$ cat config.mk
export PLATFORM = sky130hd
export DESIGN_NAME = route_fifo
export DESIGN_NICKNAME = d
export VERILOG_FILES = /design/src/rtl/route_pkg.sv /design/src/rtl/route_fifo_sync_fifo.sv /design/src/rtl/route_fifo.sv
export SDC_FILE = /design/constraint.sdc
export NUM_CORES = 1
export LEC_CHECK = 0
export BUFFER_PORTS_ARGS = -buffer_cell sky130_fd_sc_hd__buf_2
export CAP_MARGIN = 10
export CELL_PAD_IN_SITES_DETAIL_PLACEMENT = 1
export CELL_PAD_IN_SITES_GLOBAL_PLACEMENT = 1
export CORE_MARGIN = 3
export CORE_UTILIZATION = 50
export DETAILED_ROUTE_END_ITERATION = 16
export PLACE_DENSITY = 0.87
export SLEW_MARGIN = 25
export SYNTH_ARGS = -nofsm -noshare
export SYNTH_HDL_FRONTEND = slang
export SYNTH_SLANG_ARGS = --single-unit
$ cat constraint.sdc
create_clock -name clk -period 2.6 [get_ports clk]
set_input_delay 0.26 -clock clk [delete_from_list [all_inputs] [get_ports clk]]
set_output_delay 0.26 -clock clk [all_outputs]
set_load 0.02 [all_outputs]
$ cat src/rtl/route_pkg.sv
// Shared constants and types for the two-channel routing FIFO.
// No logic.
// No flow control.
package route_pkg;

    localparam logic ROUTE_CH0   = 1'b0;
    localparam logic ROUTE_CH1   = 1'b1;
    localparam int   ROUTE_WIDTH = 8;
    localparam int   ROUTE_DEPTH = 4;

    typedef logic [ROUTE_WIDTH-1:0] route_word_t;

endpackage

$ cat src/rtl/route_fifo_sync_fifo.sv
// Single-clock FIFO with wrap-bit pointers and a head word that holds its last value when empty.
// Latency: a push is visible at the head after the next rising edge.
// Backpressure: pushes are dropped while full and pops are ignored while empty.
module sync_fifo #(
    parameter  int WIDTH = 8,
    parameter  int DEPTH = 4,
    localparam int AW    = $clog2(DEPTH)
) (
    input  logic             clk,
    input  logic             rst,
    input  logic             push,
    input  logic [WIDTH-1:0] push_data,
    input  logic             pop,
    output logic [WIDTH-1:0] pop_data,
    output logic             full,
    output logic             empty,
    output logic [AW:0]      count
);

    logic [WIDTH-1:0] mem [DEPTH];
    logic [AW:0]      wr_ptr;
    logic [AW:0]      rd_ptr;
    logic [WIDTH-1:0] last_q;
    logic             do_push;
    logic             do_pop;

    assign empty   = (wr_ptr == rd_ptr);
    assign full    = (wr_ptr[AW] != rd_ptr[AW]) && (wr_ptr[AW-1:0] == rd_ptr[AW-1:0]);
    assign count   = wr_ptr - rd_ptr;
    assign do_push = push && !full;
    assign do_pop  = pop && !empty;

    // When empty, the head shows the last word popped (zero after reset).
    assign pop_data = empty ? last_q : mem[rd_ptr[AW-1:0]];

    always_ff @(posedge clk) begin
        if (do_push) begin
            mem[wr_ptr[AW-1:0]] <= push_data;
        end
    end

    always_ff @(posedge clk or posedge rst) begin
        if (rst) begin
            wr_ptr <= '0;
            rd_ptr <= '0;
            last_q <= '0;
        end else begin
            if (do_push) begin
                wr_ptr <= wr_ptr + 1'b1;
            end
            if (do_pop) begin
                rd_ptr <= rd_ptr + 1'b1;
                last_q <= mem[rd_ptr[AW-1:0]];
            end
        end
    end

endmodule

$ cat src/rtl/route_fifo.sv
// Steers each input word into one of two independent FIFOs; optional per-channel stats via ROUTE_FIFO_STATS_EN.
// Latency: one cycle from accepted push to valid on the selected output.
// Backpressure: in_ready follows the selected channel's full flag only; a stalled channel never blocks the other.
module route_fifo
    import route_pkg::*;
#(
    parameter  int WIDTH = ROUTE_WIDTH,
    parameter  int DEPTH = ROUTE_DEPTH,
    localparam int CW    = $clog2(DEPTH) + 1
) (
    input  logic             clk,
    input  logic             rst,
    input  logic [WIDTH-1:0] in_data,
    input  logic             in_select,
    input  logic             in_valid,
    output logic             in_ready,
    output logic [WIDTH-1:0] out0_data,
    output logic             out0_valid,
    input  logic             out0_ready,
    output logic [WIDTH-1:0] out1_data,
    output logic             out1_valid,
    input  logic             out1_ready,
    output logic [CW-1:0]    count0,
    output logic [CW-1:0]    count1
`ifdef ROUTE_FIFO_STATS_EN
    ,
    output logic [7:0]       stat0,
    output logic [7:0]       stat1
`endif
);

    logic full0;
    logic full1;
    logic empty0;
    logic empty1;
    logic push0;
    logic push1;

    assign in_ready   = (in_select == ROUTE_CH1) ? !full1 : !full0;
    assign push0      = in_valid && in_ready && (in_select == ROUTE_CH0);
    assign push1      = in_valid && in_ready && (in_select == ROUTE_CH1);
    assign out0_valid = !empty0;
    assign out1_valid = !empty1;

    sync_fifo #(.WIDTH(WIDTH), .DEPTH(DEPTH)) u_ch0 (
        .clk       (clk),
        .rst       (rst),
        .push      (push0),
        .push_data (in_data),
        .pop       (out0_ready),
        .pop_data  (out0_data),
        .full      (full0),
        .empty     (empty0),
        .count     (count0)
    );

    sync_fifo #(.WIDTH(WIDTH), .DEPTH(DEPTH)) u_ch1 (
        .clk       (clk),
        .rst       (rst),
        .push      (push1),
        .push_data (in_data),
        .pop       (out1_ready),
        .pop_data  (out1_data),
        .full      (full1),
        .empty     (empty1),
        .count     (count1)
    );

`ifdef ROUTE_FIFO_STATS_EN
    // Accepted-word counters saturate rather than wrap.
    always_ff @(posedge clk or posedge rst) begin
        if (rst) begin
            stat0 <= '0;
            stat1 <= '0;
        end else begin
            if (push0 && (stat0 != 8'hFF)) begin
                stat0 <= stat0 + 8'd1;
            end
            if (push1 && (stat1 != 8'hFF)) begin
                stat1 <= stat1 + 8'd1;
            end
        end
    end
`endif

endmodule

Yosys cells after proc, flatten, opt, wreduce, memory -nomap -nowiden
Memory sizes are Yosys's and may differ from the RTL's.
Index checks and enable logic that the tools add are counted.
{"block": "word_totals", "in_bits": 14, "word_cells": 41, "ff_bits": 28, "n_memories": 2, "ram_bits": 64}
{"memory": "u_ch0.mem", "words": 4, "word_bits": 8, "rd": 1, "rd_clocked_by_memory_dff": 0, "write_ports": 1, "line_no": "route_fifo_sync_fifo.sv:20", "rtl": "logic [WIDTH-1:0] mem [DEPTH];"}
{"memory": "u_ch1.mem", "words": 4, "word_bits": 8, "rd": 1, "rd_clocked_by_memory_dff": 0, "write_ports": 1, "line_no": "route_fifo_sync_fifo.sv:20"}
{"block": "classes", "n_eq_ne": 6, "addsub": 6, "reduce_logical": 13, "n_bitwise": 1, "mux": 7}
{"cell": "8-bit two-way mux", "n": 2}
{"cell": "3-bit by 1-bit adder with 3-bit output (second input constant)", "n": 4}
{"cell": "1-bit logical AND", "n": 9}
{"cell": "3-bit == test", "n": 2}
{"cell": "3-bit subtractor", "n": 2}
{"cell": "1-bit two-way mux", "n": 5}
{"cell": "2-bit == test", "n": 2}
{"cell": "1-bit zero test", "n": 4}
{"cell": "1-bit inequality test", "n": 2}
{"cell": "1-bit inverter", "n": 1}

Longest topological paths before layout
Gate-level depths: netlist (run 1).
{"block": "logic_depth", "word_depth": 9, "depth_mapped": 6, "mapped_depth_nobuf": 5}

Hierarchy
A second synthesis (run 1) with hierarchy kept.
{"block": "unflattened", "cells_unflattened": 215, "area_unflattened_um2": 3955.0}
{"mod": "sync_fifo", "seq_area_each_um2": 1311.3, "area_each_um2": 1960.6, "cells_per_inst": 105, "instances": 2}
{"mod": "route_fifo", "seq_area_each_um2": 0.0, "area_each_um2": 33.8, "cells_per_inst": 5, "instances": 1}

Worst setup path before layout (run 1)
OpenSTA, ideal clock, no wires.
{"block": "synth_timing", "path_kind": "flip-flop to output port", "from": "register u_ch1.rd_ptr[1]", "to": "output port out1_data[0]", "path_slack_ns": 0.430, "required_ns": 2.340, "arrival_time_ns": 1.910, "path_stages_with_launch": 7, "path_buffers": 1, "cell_sequence": "dfrtp_1 > clkbuf_1 > inv_1 > ha_1 > nand2_1 > nor2_2 > mux2_2"}
{"block": "synth_between", "elab_chain_len": 2}
{"element": "from (decl)", "line_no": "route_fifo_sync_fifo.sv:22", "rtl": "logic [AW:0] rd_ptr;"}
{"element": "from (signal assigned)", "line_no": "route_fifo_sync_fifo.sv:52", "rtl": "rd_ptr <= rd_ptr + 1'b1;"}
{"element": "memory read 4 x 8 bit / 3-bit == test (equally long branches)"}
{"element": "8-bit two-way mux (*)", "line_no": "route_fifo_sync_fifo.sv:34", "rtl": "assign pop_data = empty ? last_q : mem[rd_ptr[AW-1:0]];"}
{"element": "to (decl)", "line_no": "route_fifo.sv:20", "rtl": "output logic [WIDTH-1:0] out1_data,"}
Mark *: on every way between the ends. The rest lies on a longest branch, timed or not.

Final worst setup path (run 1)
{"block": "layout_timing", "from": "register u_ch0.wr_ptr[0]", "to": "output port out0_data[7]"}
{"block": "layout_between", "elab_chain_len": 2}
{"element": "from (decl)", "line_no": "route_fifo_sync_fifo.sv:21", "rtl": "logic [AW:0] wr_ptr;"}
{"element": "from (signal assigned)", "line_no": "route_fifo_sync_fifo.sv:49", "rtl": "wr_ptr <= wr_ptr + 1'b1;"}
{"element": "3-bit == test", "line_no": "route_fifo_sync_fifo.sv:27", "rtl": "assign empty = (wr_ptr == rd_ptr);"}
{"element": "8-bit two-way mux", "line_no": "route_fifo_sync_fifo.sv:34"}
{"element": "to (decl)", "line_no": "route_fifo.sv:17", "rtl": "output logic [WIDTH-1:0] out0_data,"}
No other way between the ends.

==> flow_summary_export.csv, run 1 <==
group,metric,value,unit
sta,finalHoldViolCount,0,
global_route,grt_overflow,0,
setup_path,arrival,2.22,ns
placement,hpwl,5360,um
cells_and_area,fillers,697,
die,io_pins,39,
cells_and_area,register_area,2620,sq um
setup_path,crit-reg2reg-launch,"u_ch0.wr_ptr[0]",
clocking,clockBufferDepth,2,
global_route,gr-usage-met3,0.0446,
clocking,root_buffer,"clkbuf_8",
synthesis,synth_cell_types,24,
clocking,clk_latency,0.35,ns
sta,setup_viol,0,
cells_and_area,syn2layout_area_growth,15.3,%
cells_and_area,drive_gt1_frac,0.441,
sta,setup_tns,0,ns
power,ir_worst_vdd,0.000722,V
outcome,status,"completed",
setup_path,cp_max_fo,9,
power,p_leak,1.74,nW
setup_path,end_kind,"output port",
sta,skew,0.00565,ns
clocking,cts_tree,"yes",
synthesis,synthCells,214,
routing,ant_nets,0,
sta,hold_slack,0.186,ns
setup_path,startpoint_type,"register",
setup_path,cp_slowest_stage_delay,0.39,ns
routing,wl_per_cell,21.6,um
cells_and_area,nNetsFinal,297,
global_route,top_usage_layer,"met2",
routing,drt_iter0_markers,141,
sta,slew_violations,0,
global_route,gr-usage-met2,0.329,
cells_and_area,fin_cells,371,
placement,numPortBuffers,38,
sta,period_share,0.953,
cells_and_area,multi_input_area,1260,sq um
clocking,htree_levels,3,
synthesis,ys_seq_area_frac,0.665,
die,die_w,94.8,um
synthesis,syn-num-nets,244,
cells_and_area,design_area,4550,sq um
placement,place_area,4290,sq um
sta,worst_pin_slew,0.601,ns
sta,slew-limit-headroom,0.599,
setup_path,cp.required,2.34,ns
worst_hold_path,hold_path.class,"in -> reg",
worst_hold_path,hold_path_startpoint,"in_data[1]",
routing,drtPass1Iterations,4,
global_route,antenna_found_initial,0,
die,die_h,94.8,um
die,rows,31,
setup_path,crit_type,"reg -> out",
setup_path,crit_chain,"inv_1 -> ha_1 -> nand2_1 -> nor2_4 -> mux2_2 -> buf_2",
clocking,clock-sinks,92,
die,die_area,8990,sq um
setup_path,slowest_stage,"dfrtp_1",
synthesis,synth_area_per_cell,18.4,sq um
synthesis,ys_warn_count,0,
routing,drc_errors,0,
job,cap_violations,0,
global_route,track_usage,0.196,
routing,detail_route.vias_per_cell,5.46,
sta,rsz0062_at_grt,"no",
setup_path,crit_start,"u_ch0.wr_ptr[0]",
power,p_per_area,1390,nW/um^2
synthesis,synth_area,3950,sq um
synthesis,ys_seq_elements,92,
global_route,grt_pass1_wl,12600,um
sta,period_needed,2.48,ns
routing,num_vias,2026,
cells_and_area,diodes,0,
clocking,cts_buffers,9,
placement,dp_cells,353,
global_route,first_global_vias,2214,
die,initial_core_util,0.530,
routing,drt_wl_total,8020,um
global_route,grt_max_degree,29,
sta,max_clock_freq,0.404,GHz
clocking,clkTransAtPathRegs,0.09,ns
die,core,7450,sq um
placement,gp_congestion,0.741,
global_route,use_met1,0.248,
## per-layer routing
metal | up-vias | routed length (um)
li1 | 911 | -
met1 | 1052 | 3370
met2 | 52 | 4160
met3 | 11 | 351
met4 | 0 | 133
met5 | - | 0
## worst max-delay path: cells and delay by family (launching register included)
| family | cells | cell delay, ns |
|---|---|---|
| and+or+nand+nor | 2 | 0.50 |
| DFF | 1 | 0.39 |
| muxes | 1 | 0.39 |
| adders and majority gates | 1 | 0.31 |
| buffers and inverters | 2 | 0.27 |
## final timing paths
path                                         to  slack, ns  cells past startpoint
worst max-delay path               out0_data[7]       0.12                      6
worst min-delay path            u_ch0.mem[0][1]       0.19                      1
worst max register to register  u_ch0.mem[0][4]       0.46                      5
worst min register to register  u_ch1.last_q[5]       0.51                      1
max in group asynchronous       u_ch0.last_q[7]       1.78                      4
min in group asynchronous       u_ch1.last_q[1]       0.53                      4
## state kept, by name (all words and copies together), names as in the netlist
name          flops
u_ch0.last_q      8
u_ch0.wr_ptr      3
u_ch0.rd_ptr      3
u_ch0.mem        32
u_ch1.last_q      8
u_ch1.mem        32
u_ch1.wr_ptr      3
u_ch1.rd_ptr      3
## power breakdown
part	total (mW)	internal, mW	switching [mW]
sequential	2.13	1.94	0.197
clock	1.06	0.553	0.510
combinational	3.11	1.35	1.76
total	6.31	3.84	2.46
## metrics by stage
step,power (mW),setup WS [ns],util
after floorplan,4.29,0.430,-
after global placement,5.06,0.423,0.576
after detailed placement,5.21,0.307,0.576
after CTS,6.34,0.0751,0.608
after global routing,6.70,0.0126,0.611
final,6.31,0.122,0.611
## cells by family after synthesis
family	share of synthesized area
DFF	0.665
muxes	0.194
buffers and inverters	0.0187
adders and majority gates	0.0545
xor gates and xnor gates	0.0308
and+or+nand+nor	0.0190
AOI/OAI and AO/OA	0.0184
## what timing repair did
| action | in CTS | in global routing |
|---|---|---|
| pin swaps | 0 | 1 |
| buffers inserted | 0 | 1 |
| resized for setup | 2 | 0 |
| endpoints found under the setup margin | 16 | 8 |
| endpoints found under the hold margin | 28 | 0 |
| hold buffers | 1 | 0 |
## layout by cell type, fill, tap and decap left out, types with 3 or more instances in the layout
cell and n:
edfxtp_1 64, buf_2 38, mux2_2 36, dfrtp_1 28, mux4_2 16, inv_1 15
ha_1 14, xnor2_1 9, clkbuf_8 9, buf_4 6, nand2_1 3, xor2_1 3
and2_1 3, and2_2 3, inv_6 3
## synthesized netlist by cell type
library cell / count / area, sq um
nand3_1: 1 / 5.00
dfrtp_1: 28 / 701
mux4_2: 16 / 360
o2111ai_1: 1 / 8.76
nor2_2: 2 / 12.5
buf_2: 2 / 10.0
a41oi_1: 1 / 8.76
xor2_2: 1 / 16.3
nand2_1: 3 / 11.3
inv_1: 15 / 56.3
mux2_2: 36 / 405
and2_1: 3 / 18.8
a31oi_1: 2 / 12.5
xor2_1: 3 / 26.3
edfxtp_1: 64 / 1920
clkbuf_1: 2 / 7.51
ha_1: 14 / 175
and2_2: 3 / 22.5
o211ai_1: 2 / 15.0
nor3_1: 1 / 5.00
xnor2_1: 9 / 78.8
fa_1: 2 / 40.0
o21ai_2: 2 / 17.5
o211a_1: 1 / 10.0
## cell type report
class	instances	share of cell area
clock buffer	10	0.0281
clock inverter	6	0.0206
inverter	15	0.0124
multi-input combinational	103	0.277
sequential	92	0.576
tap	99	0.0272
timing repair buffer	46	0.0583
No activity file was read; power rests on OpenSTA's default activity.
==> inputs of run 2 (changes only) <==
==> constraint.sdc (replaced) <==
create_clock -name clk -period 2.43 [get_ports clk]
set_input_delay 0.243 -clock clk [delete_from_list [all_inputs] [get_ports clk]]
set_output_delay 0.243 -clock clk [all_outputs]
set_load 0.02 [all_outputs]
==> flow_summary_export.csv, run 2 (synthesis results as in run 1) <==
group,metric,value,unit
sta,skew,0.0116,ns
cells_and_area,mostFrequentLayoutCell,"edfxtp_1",
clocking,cts_tree,"yes",
setup_path,reg2regPathDepth,5,
sta,period_needed,2.35,ns
sta,max_clock_freq,0.425,GHz
worst_hold_path,min_path_cells,1,
job,cap_violations,0,
routing,num_vias,2039,
die,core,7450,sq um
outcome,status,"completed",
worst_hold_path,hold_path.class,"in -> reg",
die,rows,31,
clocking,clkTransAtPathRegs,0.10,ns
cells_and_area,layout_common_cells,"edfxtp_1 (64), buf_2 (38), mux2_2 (36), dfrtp_1 (27), mux4_2 (16)",
sta,worst_pin_slew,0.521,ns
sta,slew_violations,0,
cells_and_area,register_area,2620,sq um
power,ir_worst_vdd,0.000644,V
setup_path,crit-reg2reg-launch,"u_ch0.wr_ptr[0]",
placement,hpwl,5250,um
routing,ant_nets,0,
setup_path,arrival,2.11,ns
power,total_power,6.94,mW
setup_path,crit_start,"u_ch0.wr_ptr[0]",
cells_and_area,final_core_util,0.621,
clocking,htree_levels,3,
cells_and_area,diodes,0,
cells_and_area,syn2layout_area_growth,17.2,%
global_route,track_usage,0.196,
routing,detail_route.vias_per_cell,5.42,
sta,setup_viol,0,
routing,wl_per_cell,21.2,um
routing,drt_iter0_markers,64,
global_route,antenna_found_initial,0,
sta,slew-limit-headroom,0.653,
clocking,clock-sinks,92,
setup_path,startpoint_type,"register",
routing,drc_errors,0,
cells_and_area,fin_cells,376,
die,initial_core_util,0.530,
sta,finalHoldViolCount,0,
global_route,grt_pass1_wl,12700,um
cells_and_area,multi_input_area,1280,sq um
placement,dp_cells,356,
setup_path,cp.required,2.19,ns
power,p_leak,1.77,nW
placement,place_area,4310,sq um
global_route,grt_max_degree,29,
global_route,grt_overflow,0,
sta,period_share,0.967,
cells_and_area,fillers,695,
clocking,cts_buffers,9,
worst_hold_path,hold_path_startpoint,"in_data[1]",
setup_path,cp_max_fo,7,
setup_path,crit_type,"reg -> out",
global_route,first_global_vias,2283,
die,die_h,94.8,um
die,io_pins,39,
placement,gp_congestion,0.743,
clocking,clk_latency,0.35,ns
routing,drtPass1Iterations,4,
cells_and_area,nNetsFinal,302,
clocking,root_buffer,"clkbuf_8",
clocking,clockBufferDepth,2,
power,p_per_area,1500,nW/um^2
placement,numPortBuffers,38,
setup_path,end_kind,"output port",
cells_and_area,drive_gt1_frac,0.469,
die,die_w,94.8,um
cells_and_area,design_area,4630,sq um
routing,drt_wl_total,7970,um
die,die_area,8990,sq um
sta,setup_tns,0,ns
run 2: cell types whose count changed in the layout (fill, tap and decap cells not counted), moves of 2 or more:
| cell | change |
|---|---|
| ha_4 | +2 |
| buf_4 | +4 |
| clkinv_4 | +2 |
| ha_1 | -2 |
run 2: final cells by class:
type,instances,area share
flip-flops and latches,92,0.567
clock inverters,6,0.0206
multi-input cells,103,0.277
repair buffers,51,0.0663
well taps,99,0.0268
inverters,15,0.0122
clock buffers,10,0.0298
run 2: per-stage QoR:
step	setup WS, ns	hold slack, ns
after global placement	0.292	0.348
after global routing	-0.0178	0.160
after detailed placement	0.175	0.354
final	0.0794	0.174
after floorplan	0.277	0.308
after CTS	0.00231	0.157
run 2: power breakdown:
part / total [mW] / switching (mW) / internal, mW / leakage (nW)
logic: 3.48 / 1.92 / 1.56 / 0.748
registers: 2.29 / 0.214 / 2.07 / 0.907
clock network: 1.17 / 0.553 / 0.619 / 0.117
total: 6.94 / 2.69 / 4.25 / 1.77
run 2: routing by layer:
layer  up-vias  global-route usage  wire length, um
li1        921                   -                -
met1      1072               0.264             3510
met2        38               0.318             4110
met3         8              0.0375              248
met4         0              0.0745               96
met5         -                   0                0
run 2: worst max-delay path, cell delays in order, from the launching register on:
cell     delay (ns)
dfrtp_1        0.39
inv_1          0.12
ha_1           0.33
nand2_2        0.13
nor2_4         0.15
buf_12         0.14
mux2_2         0.33
buf_2          0.16
run 2: what timing repair did:
action | in CTS | in global routing
resized for setup | 2 | 4
setup buffers | 2 | 1
cloned | 0 | 0
pin swaps | 1 | 1
hold buffers | 1 | 0
setup endpoints to repair | 14 | 16
hold endpoints to repair | 28 | 0
run 2: worst paths after layout:
check / to / slack [ns]
setup / recovery: out0_data[6] / 0.08
hold / removal: u_ch0.mem[3][1] / 0.17
setup reg to reg: u_ch0.mem[1][7] / 0.28
hold reg to reg: u_ch0.last_q[3] / 0.51
max in group asynchronous: u_ch1.wr_ptr[1] / 1.62
min in group asynchronous: u_ch0.last_q[4] / 0.51
==> inputs of run 3 (changes only) <==
--- a/config.mk
+++ b/config.mk
@@ -5,7 +5,7 @@
 export SDC_FILE = /design/constraint.sdc
 export NUM_CORES = 1
 export LEC_CHECK = 0
-export BUFFER_PORTS_ARGS = -buffer_cell sky130_fd_sc_hd__buf_2
+export BUFFER_PORTS_ARGS = -buffer_cell sky130_fd_sc_hd__buf_4
 export CAP_MARGIN = 10
 export CELL_PAD_IN_SITES_DETAIL_PLACEMENT = 1
 export CELL_PAD_IN_SITES_GLOBAL_PLACEMENT = 1
==> flow_summary_export.csv, run 3 (synthesis results as in run 1) <==
group,metric,value,unit
clocking,htree_levels,3,
global_route,grt_overflow,0,
global_route,grt_pass1_wl,13000,um
clocking,cts_tree,"yes",
die,core,7450,sq um
routing,drtPass1Iterations,4,
setup_path,crit_type,"reg -> out",
clocking,clkTransAtPathRegs,0.09,ns
global_route,grt_max_degree,29,
setup_path,end_kind,"output port",
sta,slew-limit-headroom,0.654,
power,p_leak,1.78,nW
setup_path,cpLargestDelayFamily,"buffers and inverters",
cells_and_area,design_area,4680,sq um
power,p_per_area,1510,nW/um^2
cells_and_area,syn2layout_area_growth,18.5,%
sta,period_share,0.973,
placement,hpwl,5450,um
routing,ant_nets,0,
routing,drc_errors,0,
setup_path,cp_max_fo,7,
setup_path,startpoint_type,"register",
placement,gp_congestion,0.749,
sta,period_needed,2.37,ns
cells_and_area,drive_gt1_frac,0.460,
clocking,cts_buffers,9,
power,ir_worst_vdd,0.000684,V
global_route,first_global_vias,2279,
cells_and_area,final_core_util,0.628,
cells_and_area,mostFrequentLayoutCell,"edfxtp_1",
setup_path,arrival,2.12,ns
cells_and_area,diodes,0,
sta,setup_viol,0,
die,io_pins,39,
worst_hold_path,hold_path.class,"in -> reg",
setup_path,slowest_stage,"dfrtp_1",
routing,num_vias,2073,
global_route,antenna_found_initial,0,
routing,wl_per_cell,21.5,um
setup_path,crit_chain,"inv_1 -> ha_1 -> nand2_2 -> nor2_4 -> buf_12 -> mux2_2 -> buf_4",
clocking,clock-sinks,92,
routing,detail_route.vias_per_cell,5.53,
placement,place_area,4410,sq um
clocking,root_buffer,"clkbuf_8",
sta,slew_violations,0,
die,die_area,8990,sq um
cells_and_area,nNetsFinal,301,
global_route,track_usage,0.201,
clocking,clockBufferDepth,2,
setup_path,cp.required,2.19,ns
die,rows,31,
setup_path,cp_slowest_stage_delay,0.39,ns
outcome,status,"completed",
routing,drt_iter0_markers,82,
placement,numPortBuffers,38,
cells_and_area,layout_common_cells,"edfxtp_1 (64), buf_4 (47), mux2_2 (36), dfrtp_1 (28), mux4_2 (16)",
sta,worst_pin_slew,0.517,ns
job,cap_violations,0,
setup_path,cp_num_buf_inv,3,
die,die_w,94.8,um
routing,drt_wl_total,8060,um
sta,skew,0.0126,ns
die,initial_core_util,0.530,
clocking,clk_latency,0.36,ns
die,die_h,94.8,um
sta,max_clock_freq,0.423,GHz
power,total_power,7.07,mW
sta,finalHoldViolCount,0,
## run 3: changes by cell type in the layout (fill, tap and decap cells not counted), sizes merged
cell      delta
clkinvlp     +2
buf          -1
bufinv       -1
clkinv       -1
## run 3: metal layers
layer / routed length, um / up-vias / GRT usage
met1: 3400 / 1086 / 0.265
met2: 4280 / 49 / 0.338
met3: 293 / 9 / 0.0351
li1: - / 929 / -
met5: 0 / - / 0
met4: 88 / 0 / 0.0697
## run 3: timing repair
action / 4_1_cts / 5_1_grt
buffers inserted: 2 / 0
resized for setup: 1 / 4
endpoints found under the setup margin: 8 / 16
hold buffers: 1 / 0
hold endpoints to repair: 28 / 0
pin swaps: 1 / 1
## run 3: per-stage QoR
stage	TNS (ns)	hold WS [ns]	setup WS, ns	cells
after global placement	0	0.360	0.285	356
final	0	0.115	0.0648	375
after floorplan	0	0.308	0.277	214
after CTS	0	0.0972	0.00156	375
after global routing	-0.00805	0.107	-0.00550	375
after detailed placement	0	0.365	0.195	356
## run 3: report_power, final
part	switching (mW)	internal, mW
registers	0.213	2.07
logic	1.96	1.80
clock network	0.539	0.485
## run 3: final timing paths
path	start	endpoint	cells past startpoint	slack (ns)
max in group asynchronous	rst	u_ch1.wr_ptr[1]	4	1.60
setup reg to reg	u_ch0.wr_ptr[0]	u_ch0.mem[0][0]	5	0.36
setup / recovery	u_ch0.wr_ptr[0]	out0_data[2]	7	0.06
min in group asynchronous	rst	u_ch0.last_q[2]	4	0.52
hold / removal	in_data[1]	u_ch0.mem[1][1]	1	0.11
hold reg to reg	u_ch0.last_q[0]	u_ch0.last_q[0]	1	0.51
## run 3: area by class of cell
type,instances,area (sq um)
Fill cell,682,2770
Clock buffer,10,128
Inverter,15,56.3
Clock inverter,6,71.3
Sequential cell,92,2620
Tap cell,99,124
Timing Repair Buffer,50,394
Multi-Input combinational cell,103,1280
